`src/rtl/fc_layer_pkg.sv`:
```
// Shared definitions for the fully-connected layer engine.
// Holds the 8-bit state codes shown on the status LEDs, the word stride and arithmetic helpers.
// The helpers are width-generic and operate on 64-bit signed values (ACC_W must stay <= 63).
package fc_layer_pkg;

  // State codes are fixed so the hex LED readout stays meaningful across builds
  typedef enum logic [7:0] {
    ST_IDLE = 8'h00,
    ST_RD_B = 8'h01,
    ST_WT_B = 8'h02,
    ST_RD_W = 8'h03,
    ST_WT_W = 8'h04,
    ST_RD_X = 8'h05,
    ST_WT_X = 8'h06,
    ST_MAC  = 8'h07,
    ST_WR   = 8'h08,
    ST_NEXT = 8'h09,
    ST_DONE = 8'h0A
  } fc_state_e;

  // Every operand and result is a 16-bit word at a 2-byte stride
  localparam logic [31:0] WORD_STRIDE = 32'd2;

  // Clamp a signed value into the signed range of a w-bit two's complement word
  function automatic logic signed [63:0] sat_signed(input logic signed [63:0] v,
                                                    input int unsigned w);
    logic signed [63:0] hi;
    logic signed [63:0] lo;
    hi = (64'sd1 <<< (w - 1)) - 64'sd1;
    lo = -(64'sd1 <<< (w - 1));
    if (v > hi) begin
      return hi;
    end else if (v < lo) begin
      return lo;
    end
    return v;
  endfunction

  // Optional rectifier: negative values become zero when enabled
  function automatic logic signed [63:0] relu_clamp(input logic signed [63:0] v,
                                                    input logic en);
    return (en && (v < 64'sd0)) ? 64'sd0 : v;
  endfunction

  // Byte address of word idx in an array starting at base (wraps at 32 bits)
  function automatic logic [31:0] word_addr(input logic [31:0] base, input logic [31:0] idx);
    return base + idx * WORD_STRIDE;
  endfunction

endpackage

```
`src/rtl/fc_mac.sv`:
```
// Signed multiply-accumulate with saturating accumulator and output formatting.
// Latency: acc updates one cycle after clr/load/en; result reflects the value acc is about to take.
// No backpressure: the engine only pulses controls when operands are valid.
module fc_mac
  import fc_layer_pkg::*;
#(
  parameter int DATA_W    = 16,
  parameter int FRAC_BITS = 8,
  parameter int ACC_W     = 40
) (
  input  logic              clk,
  input  logic              reset,
  input  logic              clr,
  input  logic              load,
  input  logic              en,
  input  logic              relu_en,
  input  logic [DATA_W-1:0] load_val,
  input  logic [DATA_W-1:0] a,
  input  logic [DATA_W-1:0] b,
  output logic [DATA_W-1:0] result
);

  logic signed [ACC_W-1:0]    acc_q;
  logic signed [ACC_W-1:0]    acc_d;
  logic signed [2*DATA_W-1:0] prod;
  logic signed [ACC_W:0]      sum;
  logic signed [ACC_W-1:0]    acc_sat;
  logic signed [ACC_W-1:0]    bias_val;
  logic signed [ACC_W-1:0]    shifted;
  logic signed [63:0]         out_val;

  // Full-width product, guarded sum and saturation back to the accumulator range
  always_comb begin
    prod     = (2*DATA_W)'($signed(a)) * (2*DATA_W)'($signed(b));
    sum      = $signed({acc_q[ACC_W-1], acc_q}) + (ACC_W+1)'(prod);
    acc_sat  = ACC_W'(sat_signed(64'(sum), ACC_W));
    bias_val = ACC_W'($signed(load_val)) <<< FRAC_BITS;
  end

  // Next accumulator value: clear wins over load, load over accumulate
  always_comb begin
    acc_d = acc_q;
    if (clr) begin
      acc_d = '0;
    end else if (load) begin
      acc_d = bias_val;
    end else if (en) begin
      acc_d = acc_sat;
    end
  end

  // Output formatting on the next value so the write word is ready on WR entry
  always_comb begin
    shifted = acc_d >>> FRAC_BITS;
    out_val = relu_clamp(sat_signed(64'(shifted), DATA_W), relu_en);
    result  = out_val[DATA_W-1:0];
  end

  // Accumulator register
  always_ff @(posedge clk) begin
    if (reset) begin
      acc_q <= '0;
    end else begin
      acc_q <= acc_d;
    end
  end

endmodule

```
`src/rtl/fc_layer_engine.sv`:
```
// Fully-connected layer engine: y[j] = act(b[j] + sum_i W[j][i]*x[i]) over an Avalon-MM master.
// Latency: per input one W read, one x read and one MAC cycle; one write per neuron.
// Backpressure: requests hold address/strobe until waitrequest drops; one read outstanding at a time.
module fc_layer_engine
  import fc_layer_pkg::*;
#(
  parameter int N_IN      = 784,
  parameter int N_OUT     = 200,
  parameter int DATA_W    = 16,
  parameter int FRAC_BITS = 8,
  parameter int ACC_W     = 40,
  parameter int USE_BIAS  = 1
) (
  input  logic              clk,
  input  logic              reset,
  input  logic              start,
  input  logic              relu_en,
  input  logic [31:0]       w_base,
  input  logic [31:0]       x_base,
  input  logic [31:0]       b_base,
  input  logic [31:0]       y_base,
  input  logic              waitrequest,
  input  logic              readdatavalid,
  input  logic [DATA_W-1:0] readdata,
  output logic              chipselect,
  output logic [1:0]        byteenable,
  output logic              read_n,
  output logic              write_n,
  output logic [31:0]       address,
  output logic [DATA_W-1:0] writedata,
  output logic              busy,
  output logic              done,
  output logic [31:0]       status
);

  localparam logic [31:0] LAST_I   = 32'(N_IN - 1);
  localparam logic [31:0] LAST_J   = 32'(N_OUT - 1);
  localparam fc_state_e   FIRST_RD = (USE_BIAS != 0) ? ST_RD_B : ST_RD_W;

  fc_state_e         state_q;
  fc_state_e         state_nxt;
  logic [31:0]       i_q, i_nxt;
  logic [31:0]       j_q, j_nxt;
  logic [31:0]       widx_q, widx_nxt;   // running j*N_IN+i, avoids a multiplier
  logic [31:0]       w_base_q, x_base_q, b_base_q, y_base_q;
  logic [31:0]       w_base_e, x_base_e, b_base_e, y_base_e;
  logic              relu_q;
  logic [DATA_W-1:0] w_q, x_q;
  logic              read_nxt, write_nxt;
  logic [31:0]       addr_nxt;
  logic [DATA_W-1:0] wdata_nxt;
  logic              mac_clr, mac_load, mac_en;
  logic [DATA_W-1:0] mac_result;

  assign chipselect = 1'b1;
  assign byteenable = 2'b11;
  assign status     = {j_q[15:0], i_q[7:0], state_q};

  // Bases come straight from the ports on the start cycle, from the latched copy afterwards
  assign w_base_e = (state_q == ST_IDLE) ? w_base : w_base_q;
  assign x_base_e = (state_q == ST_IDLE) ? x_base : x_base_q;
  assign b_base_e = (state_q == ST_IDLE) ? b_base : b_base_q;
  assign y_base_e = (state_q == ST_IDLE) ? y_base : y_base_q;

  // Accumulator controls: clear at the start of each neuron, bias load, one MAC per input
  assign mac_clr  = ((state_q == ST_IDLE) || (state_q == ST_NEXT)) && (state_nxt == FIRST_RD);
  assign mac_load = (state_q == ST_WT_B) && readdatavalid;
  assign mac_en   = (state_q == ST_MAC);

  // State register
  always_ff @(posedge clk) begin
    if (reset) begin
      state_q <= ST_IDLE;
    end else begin
      state_q <= state_nxt;
    end
  end

  // Next-state and loop-counter logic
  always_comb begin
    state_nxt = state_q;
    i_nxt     = i_q;
    j_nxt     = j_q;
    widx_nxt  = widx_q;
    case (state_q)
      ST_IDLE: begin
        if (start) begin
          state_nxt = FIRST_RD;
          i_nxt     = '0;
          j_nxt     = '0;
          widx_nxt  = '0;
        end
      end
      ST_RD_B: if (!waitrequest)  state_nxt = ST_WT_B;
      ST_WT_B: if (readdatavalid) state_nxt = ST_RD_W;
      ST_RD_W: if (!waitrequest)  state_nxt = ST_WT_W;
      ST_WT_W: if (readdatavalid) state_nxt = ST_RD_X;
      ST_RD_X: if (!waitrequest)  state_nxt = ST_WT_X;
      ST_WT_X: if (readdatavalid) state_nxt = ST_MAC;
      ST_MAC: begin
        // The weight index advances on every MAC, so after a row it already points at the next row
        widx_nxt = widx_q + 32'd1;
        if (i_q < LAST_I) begin
          i_nxt     = i_q + 32'd1;
          state_nxt = ST_RD_W;
        end else begin
          state_nxt = ST_WR;
        end
      end
      ST_WR: if (!waitrequest) state_nxt = ST_NEXT;
      ST_NEXT: begin
        if (j_q < LAST_J) begin
          j_nxt     = j_q + 32'd1;
          i_nxt     = '0;
          state_nxt = FIRST_RD;
        end else begin
          state_nxt = ST_DONE;
        end
      end
      ST_DONE: if (!start) state_nxt = ST_IDLE;
      default: state_nxt = ST_IDLE;
    endcase
  end

  // Next values of the registered Avalon outputs, derived from the state being entered
  always_comb begin
    read_nxt  = 1'b0;
    write_nxt = 1'b0;
    addr_nxt  = address;
    wdata_nxt = writedata;
    case (state_nxt)
      ST_RD_B: begin
        read_nxt = 1'b1;
        addr_nxt = word_addr(b_base_e, j_nxt);
      end
      ST_RD_W: begin
        read_nxt = 1'b1;
        addr_nxt = word_addr(w_base_e, widx_nxt);
      end
      ST_RD_X: begin
        read_nxt = 1'b1;
        addr_nxt = word_addr(x_base_e, i_nxt);
      end
      ST_WR: begin
        write_nxt = 1'b1;
        addr_nxt  = word_addr(y_base_e, j_nxt);
        if (state_q != ST_WR) begin
          wdata_nxt = mac_result;
        end
      end
      default: ;
    endcase
  end

  // Registered Avalon strobes, address, write data and handshake flags
  always_ff @(posedge clk) begin
    if (reset) begin
      read_n    <= 1'b1;
      write_n   <= 1'b1;
      address   <= '0;
      writedata <= '0;
      busy      <= 1'b0;
      done      <= 1'b0;
    end else begin
      read_n    <= ~read_nxt;
      write_n   <= ~write_nxt;
      address   <= addr_nxt;
      writedata <= wdata_nxt;
      busy      <= (state_nxt != ST_IDLE) && (state_nxt != ST_DONE);
      done      <= (state_nxt == ST_DONE);
    end
  end

  // Loop counters
  always_ff @(posedge clk) begin
    if (reset) begin
      i_q    <= '0;
      j_q    <= '0;
      widx_q <= '0;
    end else begin
      i_q    <= i_nxt;
      j_q    <= j_nxt;
      widx_q <= widx_nxt;
    end
  end

  // Per-pass configuration latched on an accepted start; operands captured on read data
  always_ff @(posedge clk) begin
    if (reset) begin
      w_base_q <= '0;
      x_base_q <= '0;
      b_base_q <= '0;
      y_base_q <= '0;
      relu_q   <= 1'b0;
      w_q      <= '0;
      x_q      <= '0;
    end else begin
      if ((state_q == ST_IDLE) && start) begin
        w_base_q <= w_base;
        x_base_q <= x_base;
        b_base_q <= b_base;
        y_base_q <= y_base;
        relu_q   <= relu_en;
      end
      if ((state_q == ST_WT_W) && readdatavalid) begin
        w_q <= readdata;
      end
      if ((state_q == ST_WT_X) && readdatavalid) begin
        x_q <= readdata;
      end
    end
  end

  fc_mac #(
    .DATA_W   (DATA_W),
    .FRAC_BITS(FRAC_BITS),
    .ACC_W    (ACC_W)
  ) u_mac (
    .clk     (clk),
    .reset   (reset),
    .clr     (mac_clr),
    .load    (mac_load),
    .en      (mac_en),
    .relu_en (relu_q),
    .load_val(readdata),
    .a       (w_q),
    .b       (x_q),
    .result  (mac_result)
  );

endmodule

```
`config.mk`:
```
export PLATFORM = sky130hd
export DESIGN_NAME = fc_layer_engine
export DESIGN_NICKNAME = d
export VERILOG_FILES = /design/src/rtl/fc_layer_pkg.sv /design/src/rtl/fc_mac.sv /design/src/rtl/fc_layer_engine.sv
export SDC_FILE = /design/constraint.sdc
export NUM_CORES = 2
export LEC_CHECK = 0
export ABC_AREA = 1
export BUFFER_PORTS_ARGS = -buffer_cell sky130_fd_sc_hd__buf_2
export CORE_ASPECT_RATIO = 0.9
export CORE_MARGIN = 4
export CORE_UTILIZATION = 64
export CTS_BUF_LIST = sky130_fd_sc_hd__clkbuf_8
export DETAILED_ROUTE_END_ITERATION = 12
export PLACE_DENSITY_LB_ADDON = 0.08
export SETUP_SLACK_MARGIN = 0.5
export SLEW_MARGIN = 20
export SYNTH_ARGS = -nofsm -noshare
export SYNTH_HDL_FRONTEND = slang
export SYNTH_SLANG_ARGS = --single-unit
```
`constraint.sdc`:
```
create_clock -name clk -period 9.6 [get_ports clk]
set_input_delay 1.44 -clock clk [delete_from_list [all_inputs] [get_ports clk]]
set_output_delay 1.44 -clock clk [all_outputs]
set_load 0.05 [all_outputs]
```
==> summary.md <==
| Metric | Value |
|---|---|
| Run status | `finished, final reports clean` |
| Final WL | `106000 um` |
| Count of final hold-check violations | `0` |
| # port buffers | `233` |
| Worst Path Arrival | `8980 ps` |
| Post-Synth Adder-Cell Area | `26.9%` |
| TritonCTS clock tree | `yes` |
| CTS clock-pin slew for the worst setup and hold paths | `60 ps` |
| Synth Area in Compound Gates | `14.3%` |
| Switch share | `27.2%` |
| CTS max path bufs | `3` |
| Clock sinks | `356` |
| Global-route wire length before repair | `167000 um` |
| Setup Buffers After CTS | `0` |
| Slowest-stage cell, CP | `fa_1` |
| WS Path Type | `register to register` |
| Top Layer Used | `met5` |
| Vias | `32800` |
| Fin crit share | `87.5%` |
| Vias in the first global route | `30900` |
| Mux contribution to synthesized area | `0.0574%` |
| Die Wd | `254 um` |
| Xor/xnor share of the synthesized area | `1.08%` |
| I/O pins | `237` |
| Hold WC Path Type | `register to register` |
| Seq cells post-synth | `356` |
| Share of post-route cells with drive strength above 1 | `8.81%` |
| Pwr dens | `86.4 mW/mm^2` |
| Area growth, synth to finish | `7.57%` |
| Post-synth top cells | `1170 x nand2_1, 945 x inv_1, 527 x nor2_1` |
| RSZ-0062 raised after global routing | `no` |
| DRC | `0` |
| Gp weighted congestion | `0.993` |
| Register area share after synthesis | `20.4%` |
| Yosys warns | `0` |
| DR pass1 iterations | `7` |
| Ranking of synthesized cells by area | `dfxtp_1 20%, fa_1 19%, nand2_1 13%, inv_1 10%, ha_1 7.6%` |
| Nature of the critical path endpoint | `register` |
| Cell Area, Synth | `0.0349 mm^2` |
| P_int | `2360 uW` |
| P_leak | `0.0204 uW` |
| DP HPWL | `83600 um` |
| Post-DRT Antenna Nets | `0` |
| Peak supply drop | `149 uV` |
| Placeable Area | `0.0535 mm^2` |
| Die height | `229 um` |
| Most common cell in the synthesized netlist | `nand2_1` |
| Post-synth EDFFs | `0` |
| TritonCTS Buffers | `66` |
| Number of max-cap violations | `0` |
| Sequential power share | `46.4%` |
| Final Hold Slack | `458 ps` |
| Metal3 WL | `11400 um` |
| First DRT Iteration DRCs | `2860` |
| Routed vias/inst | `5.56` |
| Fmax | `0.119 GHz` |
| Initial antenna violation count | `5` |
| Switch Pwr | `882 uW` |
| Num rows | `80` |
| Count of different cell masters after synthesis | `59` |
| Skew-Pair Late Insertion Delay | `670 ps` |
| Clk pwr share | `46.7%` |
| Async S/R FF share, synth | `0%` |
| Combinational family with the most area after synthesis | `adder cells` |
| Final clock skew | `38.8 ps` |
| Crit-path max FO | `17` |
| Post-Syn Area per Cell | `6.90 um^2` |
| Crit path largest cell delay | `750 ps` |
| Crit start category | `register` |
| Slew headroom | `28.0%` |
| Setup_tns | `0 ps` |
| Routed len/inst | `18.0 um` |
| H-tree depth | `3` |
| Post-synth top flop | `dfxtp_1` |
| Critical Path RT | `10180 ps` |
| Least-Margin Pin Slew | `1070 ps` |
| Placed cell area | `0.0362 mm^2` |
| Finished layout cell area | `0.0375 mm^2` |
| Final Setup Violations | `0` |
| Met2 wire len | `46400 um` |
| Fin. max-slew vios | `0` |
| CP most frequent cell | `nand2_1` |
| Root buffer cell | `clkbuf_8` |
| Cells after synthesis | `5052` |
| Fin nets | `5850` |
| Top cell type's share of synthesized area | `20.4%` |
| DRT met1 WL | `44400 um` |
| Min Tclk post-route | `8400 ps` |
| Full die area | `0.0583 mm^2` |
| Initial Util | `65.2%` |
| Largest net degree at the start of global routing | `120` |
| Combinational power share | `6.9%` |
| GRT Residual Overflow | `0` |
| Total track usage | `36.1%` |
| Post-synthesis simple-gate area fraction | `24.0%` |
| Area leader, netlist | `dfxtp_1` |
[path summary, 6_finish.rpt]
check	startpoint	end	slack [ps]	depth (start not counted)
worst min-delay path	j_q[31]$_SDFFE_PP0P_	j_q[31]$_SDFFE_PP0P_	460	2
worst min register to register	j_q[31]$_SDFFE_PP0P_	j_q[31]$_SDFFE_PP0P_	460	2
worst max-delay path	w_q[15]$_SDFFE_PP0P_	writedata[7]$_SDFFE_PP0P_	1200	35
worst max register to register	w_q[15]$_SDFFE_PP0P_	writedata[7]$_SDFFE_PP0P_	1200	35
[flip-flops by register name (all words and copies together) (netlist names)]
| name | cells |
|---|---|
| address | 32 |
| b_base_q | 32 |
| busy | 1 |
| done | 1 |
| i_q | 32 |
| j_q | 32 |
| read_n | 1 |
| relu_q | 1 |
| state_q | 8 |
| u_mac.acc_q | 40 |
| w_base_q | 32 |
| w_q | 16 |
| widx_q | 31 |
| write_n | 1 |
| writedata | 16 |
| x_base_q | 32 |
| x_q | 16 |
| y_base_q | 32 |
[kinds of logic after synthesis]
family,count (synthesis)
AOI/OAI and AO/OA,858
xor gates and xnor gates,42
adders and majority gates,548
buffers and inverters,1195
DFF,356
muxes,2
other,2
and+or+nand+nor,2049
[worst max-delay path: cells and delay by family, from the launching register on]
| kind | cells | cell delay (ps) |
|---|---|---|
| buffers and inverters | 7 | 870 |
| XOR/XNOR | 1 | 240 |
| adder cells (fa/ha/maj) | 7 | 4080 |
| AND/OR/NAND/NOR | 18 | 2290 |
| AO/OA/AOI/OAI | 2 | 520 |
| flip-flops | 1 | 320 |
[cell type report]
cell class	count	area [um^2]
antenna	2	5.00
clock buffer	78	1070
timing repair buffer	268	1440
sequential	356	7130
clock inverter	34	230
fill	4725	15900
tap	697	872
inverter	954	3590
multi-input combinational	3506	23200
[per-stage QoR]
stage / total power, uW / util, % / worst slack [ps] / cells
2_1_floorplan: 1660 / - / 1930 / 5057
3_3_place_gp: 1750 / 67.7 / 1240 / 5781
3_5_place_dp: 1750 / 67.7 / 1030 / 5781
4_1_cts: 3250 / 70.1 / 981 / 5893
5_1_grt: 3340 / 70.2 / 565 / 5894
6_report: 3240 / 70.2 / 1200 / 5895
[per-layer routing]
layer  vias up  global-route usage [%]
met5         -                       0
met4         6                    11.5
met3       221                    8.70
met2      1450                    56.0
met1     15200                    50.2
li1      15900                       -
[cells in the final DEF, fill, tap and decap left out, types with 25 or more instances in the layout]
cell and n:
nor2_1 525, dfxtp_1 353, ha_1 211, o211ai_1 49, inv_1 963, nand4_1 30
nand3_1 155, buf_2 232, a31oi_1 29, buf_4 34, nand2_1 1168, a211oi_1 68
nor3_1 58, o21ai_0 329, a21oi_1 272, or2_2 25, clkbuf_8 78, fa_1 337
[power by group through the flow]
stage | registers (uW) | logic, uW | clock network [uW]
final | 1500 | 224 | 1510
after global routing | 1500 | 243 | 1590
after floorplan | 1550 | 115 | 0
after global placement | 1530 | 218 | 0
after CTS | 1500 | 220 | 1520
after detailed placement | 1530 | 219 | 0
[what timing repair did]
| item | 4_1_cts | 5_1_grt |
|---|---|---|
| setup endpoints to repair | 0 | 15 |
| hold buffers | 0 | 0 |
| gates resized for setup | 0 | 4 |
(Power assumes the default switching activity.)
